===== config.mk =====
export PLATFORM = sky130hd
export DESIGN_NAME = fetch_unit
export DESIGN_NICKNAME = d
export VERILOG_FILES = /design/src/rtl/fetch_unit.sv
export SDC_FILE = /design/constraint.sdc
export NUM_CORES = 1
export LEC_CHECK = 0
export BUFFER_PORTS_ARGS = -buffer_cell sky130_fd_sc_hd__buf_2
export CORE_ASPECT_RATIO = 0.6
export CORE_UTILIZATION = 30
export DETAILED_ROUTE_END_ITERATION = 12
export PLACE_DENSITY = 0.59
export SETUP_SLACK_MARGIN = 0.2
export SLEW_MARGIN = 0
export SYNTH_ARGS = -nofsm -noshare
export SYNTH_HDL_FRONTEND = slang
export SYNTH_SLANG_ARGS = --single-unit

===== constraint.sdc =====
create_clock -name clk -period 10.57 [get_ports clk]
set_input_delay 1.5855 -clock clk [delete_from_list [all_inputs] [get_ports clk]]
set_output_delay 1.5855 -clock clk [all_outputs]
set_load 0.01 [all_outputs]

===== src/rtl/fetch_unit.sv =====
// fetch_unit: decoupled instruction prefetch queue between imem and decode.
// Redirects squash the queue and silently drain stale in-flight responses.
module fetch_unit #(
   parameter int unsigned     XLEN     = 32,
   parameter int unsigned     DEPTH    = 4,
   parameter logic [XLEN-1:0] RESET_PC = '0
) (
   input  logic            clk,
   input  logic            reset,
   output logic            imem_req_valid,
   input  logic            imem_req_ready,
   output logic [XLEN-1:0] imem_req_addr,
   input  logic            imem_rsp_valid,
   input  logic [31:0]     imem_rsp_data,
   input  logic            redirect,
   input  logic [XLEN-1:0] redirect_pc,
   output logic            instr_valid,
   input  logic            instr_ready,
   output logic [31:0]     instr,
   output logic [XLEN-1:0] instr_pc,
   output logic [XLEN-1:0] instr_pcplus4
);
   localparam int unsigned AW   = $clog2(DEPTH);
   localparam int unsigned CW   = AW + 1;
   localparam logic [CW:0] FULL = (CW+1)'(DEPTH);

   logic [XLEN-1:0]             fetch_pc_q, fetch_pc_d;
   logic [DEPTH-1:0][XLEN-1:0]  pc_q, pc_d;
   logic [DEPTH-1:0][31:0]      data_q, data_d;
   logic [DEPTH-1:0]            filled_q, filled_d;
   logic [AW-1:0]               alloc_q, alloc_d;
   logic [AW-1:0]               fill_q, fill_d;
   logic [AW-1:0]               head_q, head_d;
   logic [CW-1:0]               count_q, count_d;
   logic [CW-1:0]               outst_q, outst_d;
   logic [CW-1:0]               drop_q, drop_d;

   logic [CW:0] occ;
   logic        req_fire;
   logic        rsp_fire;
   logic        head_ok;
   logic        pop;

   // Stale responses still occupy capacity until they drain.
   assign occ            = {1'b0, count_q} + {1'b0, drop_q};
   assign imem_req_valid = !reset && !redirect && (occ < FULL);
   assign imem_req_addr  = fetch_pc_q;
   assign req_fire       = imem_req_valid && imem_req_ready;
   assign rsp_fire       = imem_rsp_valid && (outst_q != '0);
   assign head_ok        = (count_q != '0) && filled_q[head_q];
   assign pop            = head_ok && instr_ready;

   assign instr_valid   = head_ok;
   assign instr         = head_ok ? data_q[head_q] : '0;
   assign instr_pc      = head_ok ? pc_q[head_q] : '0;
   assign instr_pcplus4 = head_ok ? pc_q[head_q] + XLEN'(4) : '0;

   always_comb begin
      fetch_pc_d = fetch_pc_q;
      pc_d       = pc_q;
      data_d     = data_q;
      filled_d   = filled_q;
      alloc_d    = alloc_q;
      fill_d     = fill_q;
      head_d     = head_q;
      count_d    = count_q;
      outst_d    = outst_q;
      drop_d     = drop_q;
      if (redirect) begin
         fetch_pc_d = redirect_pc & ~XLEN'(3);
         filled_d   = '0;
         alloc_d    = '0;
         fill_d     = '0;
         head_d     = '0;
         count_d    = '0;
         outst_d    = outst_q - CW'(rsp_fire);
         drop_d     = outst_q - CW'(rsp_fire);
      end else begin
         if (req_fire) begin
            pc_d[alloc_q]     = fetch_pc_q;
            filled_d[alloc_q] = 1'b0;
            alloc_d           = alloc_q + AW'(1);
            fetch_pc_d        = fetch_pc_q + XLEN'(4);
         end
         if (rsp_fire) begin
            if (drop_q != '0) begin
               drop_d = drop_q - CW'(1);
            end else begin
               data_d[fill_q]   = imem_rsp_data;
               filled_d[fill_q] = 1'b1;
               fill_d           = fill_q + AW'(1);
            end
         end
         if (pop) begin
            head_d = head_q + AW'(1);
         end
         count_d = count_q + CW'(req_fire) - CW'(pop);
         outst_d = outst_q + CW'(req_fire) - CW'(rsp_fire);
      end
   end

   always_ff @(posedge clk or posedge reset) begin
      if (reset) begin
         fetch_pc_q <= RESET_PC;
         pc_q       <= '0;
         data_q     <= '0;
         filled_q   <= '0;
         alloc_q    <= '0;
         fill_q     <= '0;
         head_q     <= '0;
         count_q    <= '0;
         outst_q    <= '0;
         drop_q     <= '0;
      end else begin
         fetch_pc_q <= fetch_pc_d;
         pc_q       <= pc_d;
         data_q     <= data_d;
         filled_q   <= filled_d;
         alloc_q    <= alloc_d;
         fill_q     <= fill_d;
         head_q     <= head_d;
         count_q    <= count_d;
         outst_q    <= outst_d;
         drop_q     <= drop_d;
      end
   end
endmodule

Yosys cells after proc, flatten, opt, wreduce, memory -nomap -nowiden
Index checks and enable logic that the tools add are counted.

word-level totals
  flip-flop bits (word level) = 307
  bits in latches = 0
  RAM bits = 0
  ROM bits = 0
  bits of input ports = 70
  output and inout bits = 130
  memories = 0

cells by class
  add/subtract/negate cells = 12
  multipliers = 0
  div/mod/pow operators = 0
  $lt $le $gt $ge = 6
  equal/unequal tests = 1
  shifts and indexed selects = 0
  muxes and demuxes = 38
  bitwise gates (word level) = 5
  reduce and logical (&&, ||, !) cells = 21

operator list
  cell                                                                    number
  32-bit 2-to-1 mux                                                       9
  128-bit bitwise mux                                                     2
  32-bit binary-select mux with 2-bit select                              2
  32-bit demux with 2-bit select                                          2
  32-bit by 3-bit adder with 32-bit output (second input constant)        2
  4-bit 2-to-1 mux                                                        5
  3-bit 2-to-1 mux                                                        5
  2-bit 2-to-1 mux                                                        7
  2-bit by 3-bit < comparator with 1-bit output (second input constant)   3
  3-bit nonzero test                                                      3
  3-bit by 1-bit subtractor with 3-bit output                             3
  1-bit logical AND                                                       8
  2-bit nonzero test                                                      4
  2-bit by 1-bit adder with 2-bit output (second input constant)          3
  3-bit by 1-bit adder with 3-bit output                                  2
  2-bit AND reduction                                                     3
  3-bit by 3-bit adder with 4-bit output                                  1
  4-bit bitwise AND                                                       1
  1-bit demux with 2-bit select                                           2
  2-bit by 1-bit >= comparator with 1-bit output (second input constant)  2
  4-bit by 3-bit < comparator with 1-bit output (second input constant)   1
  4-bit NOT                                                               1
  4-bit bitwise OR                                                        1
  1-bit 2-to-1 mux                                                        3
  6 further kinds                                                         8

Longest topological paths before layout
Gate-level depths: netlist of run 1.

  depth after elaboration = 12
  gate-level depth with buffers = 14
  mapped depth without buffers = 12

Worst setup path before layout of run 1
Ideal clock, no wire load.

  path type = input-to-reg
  start point = input port redirect
  end point = register outst_q[2]
  library setup time = 79 ps
  arrival = 4,475 ps
  data required time = 10,491 ps
  path slack = 6,016 ps
  stages on the path = 14
  buffers on the path = 3
  cell sequence = clkbuf_2 or4_1 a311oi_2 and2_1 buf_4 inv_2 clkbuf_1 ha_1 inv_1 ha_1 fa_1 xor2_1 o21ai_0 xor2_1

on the way
  cells in the longest elaborated chain, start to end = 7

RTL lines
  what                                         RTL line  source
  from (decl)                                  15        input logic redirect,
  1-bit zero test                              46        assign imem_req_valid = !reset && !redirect && (occ < FULL);
  1-bit logical AND (2 in series)              46
  via imem_req_valid                           10        output logic imem_req_valid,
  1-bit logical AND                            48        assign req_fire = imem_req_valid && imem_req_ready;
  3-bit by 1-bit adder with 3-bit output       98        outst_d = outst_q + CW'(req_fire) - CW'(rsp_fire);
  3-bit by 1-bit subtractor with 3-bit output  98
  3-bit 2-to-1 mux                             69        if (redirect) begin
  via outst_d[2]                               35        logic [CW-1:0] outst_q, outst_d;
  to (signal assigned)                         123       outst_q <= outst_d;
  to (decl)                                    35

The timed path passes the listed nets, and every way through them passes these cells.
A chain may end at the register's enable or synchronous reset.

Worst setup path in the final report of run 1
  start point = register head_q[0]
  end point = output port instr_pcplus4[30]

on the way
  cells in the longest elaborated chain, start to end = 4
  elaborated cells on any way between the ends = 7

RTL lines
  what                                                                                                            RTL line  source
  from (decl)                                                                                                     33        logic [AW-1:0] head_q, head_d;
  from (signal assigned)                                                                                          110       head_q <= '0;
  from (signal assigned)                                                                                          121       head_q <= head_d;
  32-bit binary-select mux with 2-bit select / 1-bit binary-select mux with 2-bit select (equally long branches)  56, 50
  32-bit 2-to-1 mux (not written as such) / 1-bit 2-to-1 mux (equally long branches)                              56, 50
  32-bit by 3-bit adder with 32-bit output / 1-bit logical AND (equally long branches)                            56, 50
  32-bit 2-to-1 mux (*)                                                                                           56        assign instr_pcplus4 = head_ok ? pc_q[head_q] + XLEN'(4) : '0;
  to (decl)                                                                                                       21        output logic [XLEN-1:0] instr_pcplus4

Every way passes the cells marked *; elsewhere a longest branch is shown, timed or not. The select of a mux whose other input is x is not followed.

==> results of run 1 <==
[Yosys cell counts (18+ instances only)]
master    instances
dfrtp_1         297
mux2_2          167
mux2_4           69
and2_1           68
nand2_1          59
mux4_2           57
clkbuf_1         49
nor2_1           43
o21ai_0          40
inv_1            22
ha_1             20
nand3_1          19
xor2_1           18
[logic make-up after synthesis]
kind of cell / count (synthesis) / share of synthesized area
mux: 305 / 0.291
flops: 297 / 0.490
simple gates: 254 / 0.0941
buf+inv: 110 / 0.0385
compound gates: 104 / 0.0469
xor+xnor: 34 / 0.0196
fa+ha+maj: 22 / 0.0191
other cells: 1 / 0.000247
[registers in the layout, summed over array words and instances, names as in the netlist]
| name | flops |
|---|---|
| alloc_q | 2 |
| count_q | 3 |
| data_q | 128 |
| drop_q | 3 |
| fill_q | 2 |
| filled_q | 4 |
| head_q | 2 |
| imem_req_addr | 30 |
| outst_q | 3 |
| pc_q | 120 |
[worst min path at each step]
stage	startpoint	endpoint	slack [ns]	cells past startpoint
finish	pc_q[56]	pc_q[56]	0.48	2
global route	pc_q[49]	pc_q[49]	0.50	2
CTS	pc_q[56]	pc_q[56]	0.48	2
detailed placement	pc_q[56]	pc_q[56]	0.47	2
global placement	pc_q[17]	pc_q[17]	0.46	2
floorplan	pc_q[80]	pc_q[80]	0.44	2
[metal layers]
layer  part of all wire  vias to the layer above
met5                  0                        -
met4              0.019                        0
met3              0.046                       62
met2               0.45                      211
met1               0.48                     5205
li1                   -                     4394
[cell type report]
cell class	instances	area (sq um)
Clock inverter	18	267
Fill cell	4799	31900
Tap cell	650	813
Sequential cell	297	7440
Inverter	23	93.8
Timing Repair Buffer	199	1030
Antenna cell	2	5.00
Clock buffer	43	955
Multi-Input combinational cell	725	7190
[power breakdown]
group          total, mW  internal (mW)  switching, mW
Combinational      0.766          0.417          0.349
Clock               1.29          0.791          0.499
Sequential          1.51           1.36          0.156
[worst max-delay path: stages (launching register included)]
cell and delay [ns]:
dfrtp_4 0.81, mux4_1 0.63, ha_1 0.29, nand2_1 0.08, o22ai_1 0.31, nand4bb_1 0.54
or2_0 0.49, or3_1 0.37, a21oi_1 0.17, buf_2 0.16
==> run metrics, run 1 <==
sequential cell area fraction in the yosys report 0.490; syn_area_per_cell about 13 sq um; number of synthesized flops with an enable pin 0; min Tclk post-route about 6.0 ns; Layout Utilization 0.358; Final Setup Violations 0; Post-synth top flop dfrtp_1; Routed wire per std cell approximately 20 um; Critical path destination instr_pcplus4[30]; die height around 180 um; routed vias/inst 5.04; R2R Setup Slk 5.85 ns; TritonCTS buffer count 34; Core Area about 0.050 sq mm; top cell type's share of synthesized area 0.490; CP Class register to output port; post-synthesis register bit count 297; initial antenna violation count 8; Most Used Layer, Global Route met2; worst slew pin tran about 1.1 ns; first-pass GRT wire length a little over 60000 um; Worst EP arrival ~4.4 ns; via count 9872; hold-fix buffers at CTS 0; io pins 200; Cell Area, Synth 0.0152 sq mm; status finished clean; P_leak between 8 and 9 nW; commonest cells after routing, fill and taps aside 295 x dfrtp_1, 191 x buf_2, 167 x mux2_2; die area around 0.05 sq mm; peak supply drop just under 0.08 mV; postcts setup bufs 0; clock root buffer clkbuf_16; worst skew pair latency between 0.5 and 0.6 ns; biggest area consumer among synthesized cells dfrtp_1; Worst Skew roughly 0.023 ns; die width roughly 300 um; CP startpoint kind register; Tot Pwr between 3 and 4 mW; Final WS setup roughly 4.6 ns; HP Class register to register; final count of pins violating max slew 0; Reg-to-Reg Start head_q[0]; crit share post-route 0.564; # placed instances 1894; layout cells sized above 1 0.444; Detailed Place HPWL about 26000 um; R2R depth 14; Worst Path Required about 9 ns; met3 GRT Util 0.0311; crit path capture type output port; H-tree depth 2; synthesized instance count about 1100; most common cell after layout, fill and taps aside dfrtp_1; post-synth cell types 64; DR pass1 iterations 5; Non-Filler Instances about 2000; PD cells between 200 and 250 mW/mm^2; final hold viol count 0; Ys Warns 0; Max-slew headroom 0.247; post_cts resized 0; met2 usage 0.235; number of nets in the layout around 1400; DP Area approximately 0.017 sq mm; worst hold slack around 0.48 ns; met1 Use GR 0.227; CP Max Fanout 31; Clock Pin Slew Worst Setup and Hold Paths around 0.06 ns; r2r endpoint count_q[2]; Async S/R FF share, synth 1.00; largest net degree at the start of global routing roughly 160; DRC Markers 0; max cap viols 0; crit path from head_q[0]; total grt overflow 0; Area contributors post-synth dfrtp_1 49%, mux2_2 12%, mux4_2 8.5%; Max Fclk about 170 MHz; Total Routing Usage GR 0.155; CTS tree done; RSZ-0062 raised after global routing no; 1st-iter DRT viols between 600 and 700; Design Area, Final about 0.018 sq mm; num rows 63; Longest Clk Path Bufs 3; Fin Setup TNS 0 ns; vias in the first global route roughly 10000; dpl ws 5.05 ns; clock sink count slightly below 300; Layout area overhead 17.3%; routed wire length about 40000 um; Antenna Nets Post-Route 0; Initial Util 0.305; Buffers on Ports ~190; GPL Wtd Cong around 0.8
Power figures use the tool's default switching activity.
==> run 2, diff against run 1 <==
- clock period: 10.57 -> 6 ns (I/O delays scaled with it)
==> run 2 against run 1 <==
Sequential cell count stayed put. Clock power up 60%. Clock-buffer cell count up 4. Utilization is 0.18 points lower. Hold slack worse by 0.18 ns. Routed wire length down 0.54%. Global-route usage is 0.070 points lower. Clock skew shrank 0.013 ns. Critical path depth stayed put. Non-clock buffer count increased by 3. First-iteration DRC count decreased by 6.2%. Sequential share of layout area grew 0.21 points. Largest power group unchanged.
==> run metrics, run 2 (synthesis results as in run 1) <==
status finished clean; Initial Util 0.305 (unchanged); first-pass GRT wire length 61900 um (+0.13%); via count 9838 (-0.34%); initial antenna violation count 8 (unchanged); Layout area overhead 16.7%; routed vias/inst 5.03 (-0.34%); Non-Filler Instances 1957 (unchanged); Total Routing Usage GR 0.154 (-0.000704); Max Fclk 203 MHz; most used cell, CP buf_4; hold-fix buffers at CTS 0 (unchanged); final count of pins violating max slew 0 (unchanged); total grt overflow 0 (unchanged); vias in the first global route 10000 (-0.61%); DRC Markers 0 (unchanged); TritonCTS buffer count 31 (-8.8%); GPL Wtd Cong 0.775 (-3.1%); r2r endpoint outst_q[2]; post_cts resized 0 (unchanged); Buffers on Ports 191 (unchanged); Longest Clk Path Bufs 3 (unchanged); CP Cell Sequence buf_4 -> mux4_2 -> nand2_1 -> nand4bb_1 -> buf_4 -> or2_0 -> or3_1 -> a21oi_1 -> buf_2; num rows 63 (unchanged); worst skew pair latency 0.59 ns (+0.06 ns); crit share post-route 0.821; postcts setup bufs 0 (unchanged); Fillers 4805 (+0.13%); worst slew pin tran 1.06 ns (-0.0655 ns); Final Setup Violations 0 (unchanged); Top reg by flops data_q; die area 0.0515 sq mm (unchanged); CP peak stage delay 0.83 ns (+0.02 ns); final hold viol count 0 (unchanged); dpl ws 1.64 ns (-3.40 ns); logic gate share of total power 0.222 (+0.007); layout cells sized above 1 0.444 (about the same); Core Area 0.0497 sq mm (unchanged); P_sw 1.74 mW (+73%); max cap viols 0 (unchanged); clock root buffer clkbuf_16; CP top delay family simple AND/OR/NAND/NOR gates; switching share of power 0.286 (+0.00511); # placed instances 1897 (+0.16%); Worst EP arrival 4.02 ns (-0.36 ns); Antenna Nets Post-Route 0 (unchanged); CP Class register to output port; peak supply drop 0.256 mV (+230%); CP Max Fanout 38 (+23%); P_leak 8.45 nW (-0.47%); Max-slew headroom 0.291 (+0.0436); crit path capture type output port; Fin Setup TNS 0 ns (unchanged); routed wire length 39900 um (-0.54%); io pins 200 (unchanged); DR pass1 iterations 5 (unchanged); R2R Setup Slk 2.13 ns (-3.72 ns); crit path buf inv count 3 (+2); Reg-to-Reg Start count_q[2]; Detailed Place HPWL 26400 um (+2.3%); RSZ-0062 raised after global routing no; min Tclk post-route 4.92 ns; CTS tree done; H-tree depth 1 (-1); Largest register FFs 128 (unchanged); Worst Path Required 5.10 ns (-3.88 ns); die width 292 um (unchanged); Routed wire per std cell 20.4 um (-0.54%); part of the power in registers 0.439 (+0.015); 1st-iter DRT viols 619 (-6.2%); most common cell after layout, fill and taps aside dfrtp_1; clock power share 0.340 (-0.022); die height 176 um (unchanged); CP startpoint kind register; Worst Skew 0.0108 ns (-0.0125 ns); clock sink count 297 (unchanged); HP Class input pin to asynchronous set/reset pin; CP max-delay cell dfrtp_4; Clock Pin Slew Worst Setup and Hold Paths 0.07 ns (about the same); PD cells 343 mW/mm^2 (+71%); Int Pwr 4.33 mW (+69%); number of nets in the layout 1372 (unchanged); largest net degree at the start of global routing 178 (+11%); commonest cells after routing, fill and taps aside 295 x dfrtp_1, 191 x buf_2, 167 x mux2_2; Final WS setup 1.08 ns (-3.53 ns); R2R depth 12 (-2)
==> run 2: layout make-up <==
class | instances | area (sq um) | share of cell area
Antenna cell | 3 | 7.51 | 0.000424
Clock buffer | 47 | 976 | 0.0551
Clock inverter | 10 | 124 | 0.00700
Inverter | 23 | 90.1 | 0.00509
Multi-Input combinational cell | 725 | 7190 | 0.406
Sequential cell | 297 | 7440 | 0.420
Tap cell | 650 | 813 | 0.0459
Timing Repair Buffer | 202 | 1060 | 0.0601
==> run 2: worst max-delay path by stage <==
stage / start / slack (ns) / endpoint / cells past startpoint
3_5_place_dp: head_q[1] / 1.64 / instr_pcplus4[30] / 9
5_1_grt: head_q[1] / 0.88 / instr_pcplus4[30] / 9
4_1_cts: head_q[1] / 0.99 / instr_pcplus4[30] / 9
3_3_place_gp: head_q[1] / 1.67 / instr_pcplus4[30] / 9
2_1_floorplan: reset / 1.15 / alloc_q[0] / 1
6_report: head_q[1] / 1.08 / instr_pcplus4[30] / 9
==> run 2: per-layer routing <==
layer  share of wire  global-route usage  up-vias
met1            0.49               0.229     5171
met5               0                   0        -
met4           0.019              0.0297        0
li1                -                   -     4407
met3           0.041              0.0234       49
met2            0.45               0.239      211
==> run 2: power by group through the flow <==
stage / registers [mW] / logic [mW] / clock network (mW)
after floorplan: 2.59 / 1.07 / 0
after global placement: 2.67 / 1.32 / 0
after detailed placement: 2.69 / 1.36 / 0
after CTS: 2.66 / 1.36 / 2.12
after global routing: 2.72 / 1.47 / 2.20
final: 2.66 / 1.35 / 2.06
==> run 2: per-stage QoR <==
| step | utilization | total power, mW | cell area, sq um | hold WS [ns] |
|---|---|---|---|---|
| 5_1_grt | 0.356 | 6.39 | 17700 | 0.277 |
| 3_5_place_dp | 0.334 | 4.05 | 16600 | 0.469 |
| 2_1_floorplan | - | 3.66 | 15200 | 0.445 |
| 6_report | 0.356 | 6.07 | 17700 | 0.294 |
| 3_3_place_gp | 0.334 | 3.99 | 16600 | 0.456 |
| 4_1_cts | 0.356 | 6.14 | 17700 | 0.255 |
==> run 3, diff against run 2 <==
- clock period: 6 -> 4.9 ns (I/O delays scaled with it)
==> run 3 against run 2 <==
Clock-buffer cell count rose by 2. Clock power up 27%. Die area stayed put. Combinational power is 21% higher. Final area is 0.61% higher. Setup slack lost 0.58 ns. Total power grew 24%. Via count up 0.53%.
==> run metrics, run 3 (synthesis results as in run 1) <==
routed wire length 40400 um (+1.4%); 1st-iter DRT viols 659 (+6.5%); Max Fclk between 200 and 250 MHz; clock root buffer clkbuf_16; final count of pins violating max slew 0 (unchanged); PD cells 423 mW/mm^2 (+23%); Buffers on Ports 191 (unchanged); Fin Setup TNS 0 ns (unchanged); Final Setup Violations 0 (unchanged); CP Class register to output port; commonest cells after routing, fill and taps aside 295 x dfrtp_1, 191 x buf_2, 167 x mux2_2; Critical path destination instr_pcplus4[30]; worst slew pin tran 1.15 ns (+0.0824 ns); io pins 200 (unchanged); routed vias/inst 5.04 (+0.22%); H-tree depth 2 (+1); peak supply drop 0.225 mV (-12%); Core Area 0.0497 sq mm (unchanged); r2r endpoint outst_q[2]; Layout Utilization 0.359 (+0.00217); DP Area 0.0167 sq mm (+0.38%); Longest Clk Path Bufs 3 (unchanged); Largest register FFs 128 (unchanged); Worst Skew 0.0221 ns (+0.0113 ns); TritonCTS buffer count 34 (+9.7%); min Tclk post-route between 4 and 5 ns; crit path capture type output port; Tot Pwr 7.53 mW (+24%); CP startpoint kind register; Final WS setup 0.494 ns (-0.583 ns); max cap viols 0 (unchanged); Design Area, Final 0.0178 sq mm (+0.61%); die height 176 um (unchanged); via count 9890 (+0.53%); P_leak 8.48 nW (+0.45%); clock sink count 297 (unchanged); vias in the first global route 10300 (+2.3%); Top reg by flops data_q; die width 292 um (unchanged); Layout area overhead 17.4%; crit path from head_q[0]; status finished clean; Max-slew headroom 0.236 (-0.0550); dpl ws 0.879 ns (-0.765 ns); R2R Setup Slk 1.21 ns (-0.92 ns); R2R depth 12 (unchanged); number of nets in the layout 1381 (+0.66%); initial antenna violation count 11 (+3); Initial Util 0.305 (unchanged); DR pass1 iterations 4 (-1); Routed wire per std cell 20.6 um (+1.1%); Non-Filler Instances 1963 (+0.31%); worst hold slack 0.403 ns (+0.109 ns); most common cell after layout, fill and taps aside dfrtp_1; Total Routing Usage GR 0.157 (+0.00285); Antenna Nets Post-Route 0 (unchanged); final hold viol count 0 (unchanged); CP Max Fanout 11 (-71%); first-pass GRT wire length 62800 um (+1.4%); DRC Markers 0 (unchanged); RSZ-0062 raised after global routing no; num rows 63 (unchanged); worst skew pair latency 0.54 ns (-0.05 ns); Clock Pin Slew Worst Setup and Hold Paths 0.06 ns (about the same); die area 0.0515 sq mm (unchanged); GPL Wtd Cong 0.766 (-1.2%); CTS tree done; Detailed Place HPWL 26700 um (+0.95%); crit share post-route 0.899; # placed instances 1902 (+0.26%); HP Class input pin to register; total grt overflow 0 (unchanged); Worst Path Required 4.16 ns (-0.94 ns); largest net degree at the start of global routing 88 (-51%); layout cells sized above 1 0.442 (-0.00195); Reg-to-Reg Start count_q[2]; Worst EP arrival 3.67 ns (-0.35 ns)
==> run 3: cell count changes in the layout (fill, tap and decap cells not counted), sizes merged <==
cell    change
clkinv      -1
bufinv      +1
clkbuf      +3
diode       -2
buf         +5
==> run 3: how the worst min path moves through the flow <==
stage	cells past startpoint	to	startpoint	slack [ns]
after floorplan	2	pc_q[80]	pc_q[80]	0.44
after global placement	2	pc_q[49]	pc_q[49]	0.46
after detailed placement	2	pc_q[80]	pc_q[80]	0.47
after CTS	3	imem_req_addr[25]	redirect_pc[25]	0.38
after global routing	3	imem_req_addr[25]	redirect_pc[25]	0.40
final	3	imem_req_addr[25]	redirect_pc[25]	0.40
==> run 3: layout make-up <==
| class | instances | area [sq um] |
|---|---|---|
| Clock buffer | 49 | 957 |
| Clock inverter | 10 | 171 |
| Sequential cell | 297 | 7440 |
| Antenna cell | 1 | 2.50 |
| Timing Repair Buffer | 208 | 1150 |
| Tap cell | 650 | 813 |
| Inverter | 23 | 90.1 |
| Fill cell | 4872 | 31900 |
| Multi-Input combinational cell | 725 | 7180 |
==> run 3: repair_timing <==
item | CTS | global route
hold buffers | 0 | 0
endpoints found under the setup margin | 0 | 2
buffers inserted | 0 | 1
gates resized for setup | 0 | 1
==> run 3: worst max-delay path, stage by stage, from the launching register on <==
cell and delay [ns]:
dfrtp_4 0.59, mux4_2 0.45, ha_1 0.24, nand2_1 0.09
o22ai_1 0.31, nand4bb_1 0.17, buf_4 0.21, or2_0 0.22
buf_4 0.15, or3_1 0.34, a21oi_1 0.20, buf_2 0.16
==> run 3: report_power, final <==
group          switching [mW]  total (mW)  internal, mW
registers               0.348        3.28          2.93
clock network            1.07        2.61          1.54
logic                   0.738        1.64         0.905
==> run 3: routing by layer <==
metal,part of all wire,track usage,vias up
met5,0.00042,0,-
met4,0.016,0.0286,2
met2,0.45,0.247,204
li1,-,-,4406
met3,0.045,0.0305,64
met1,0.48,0.227,5214
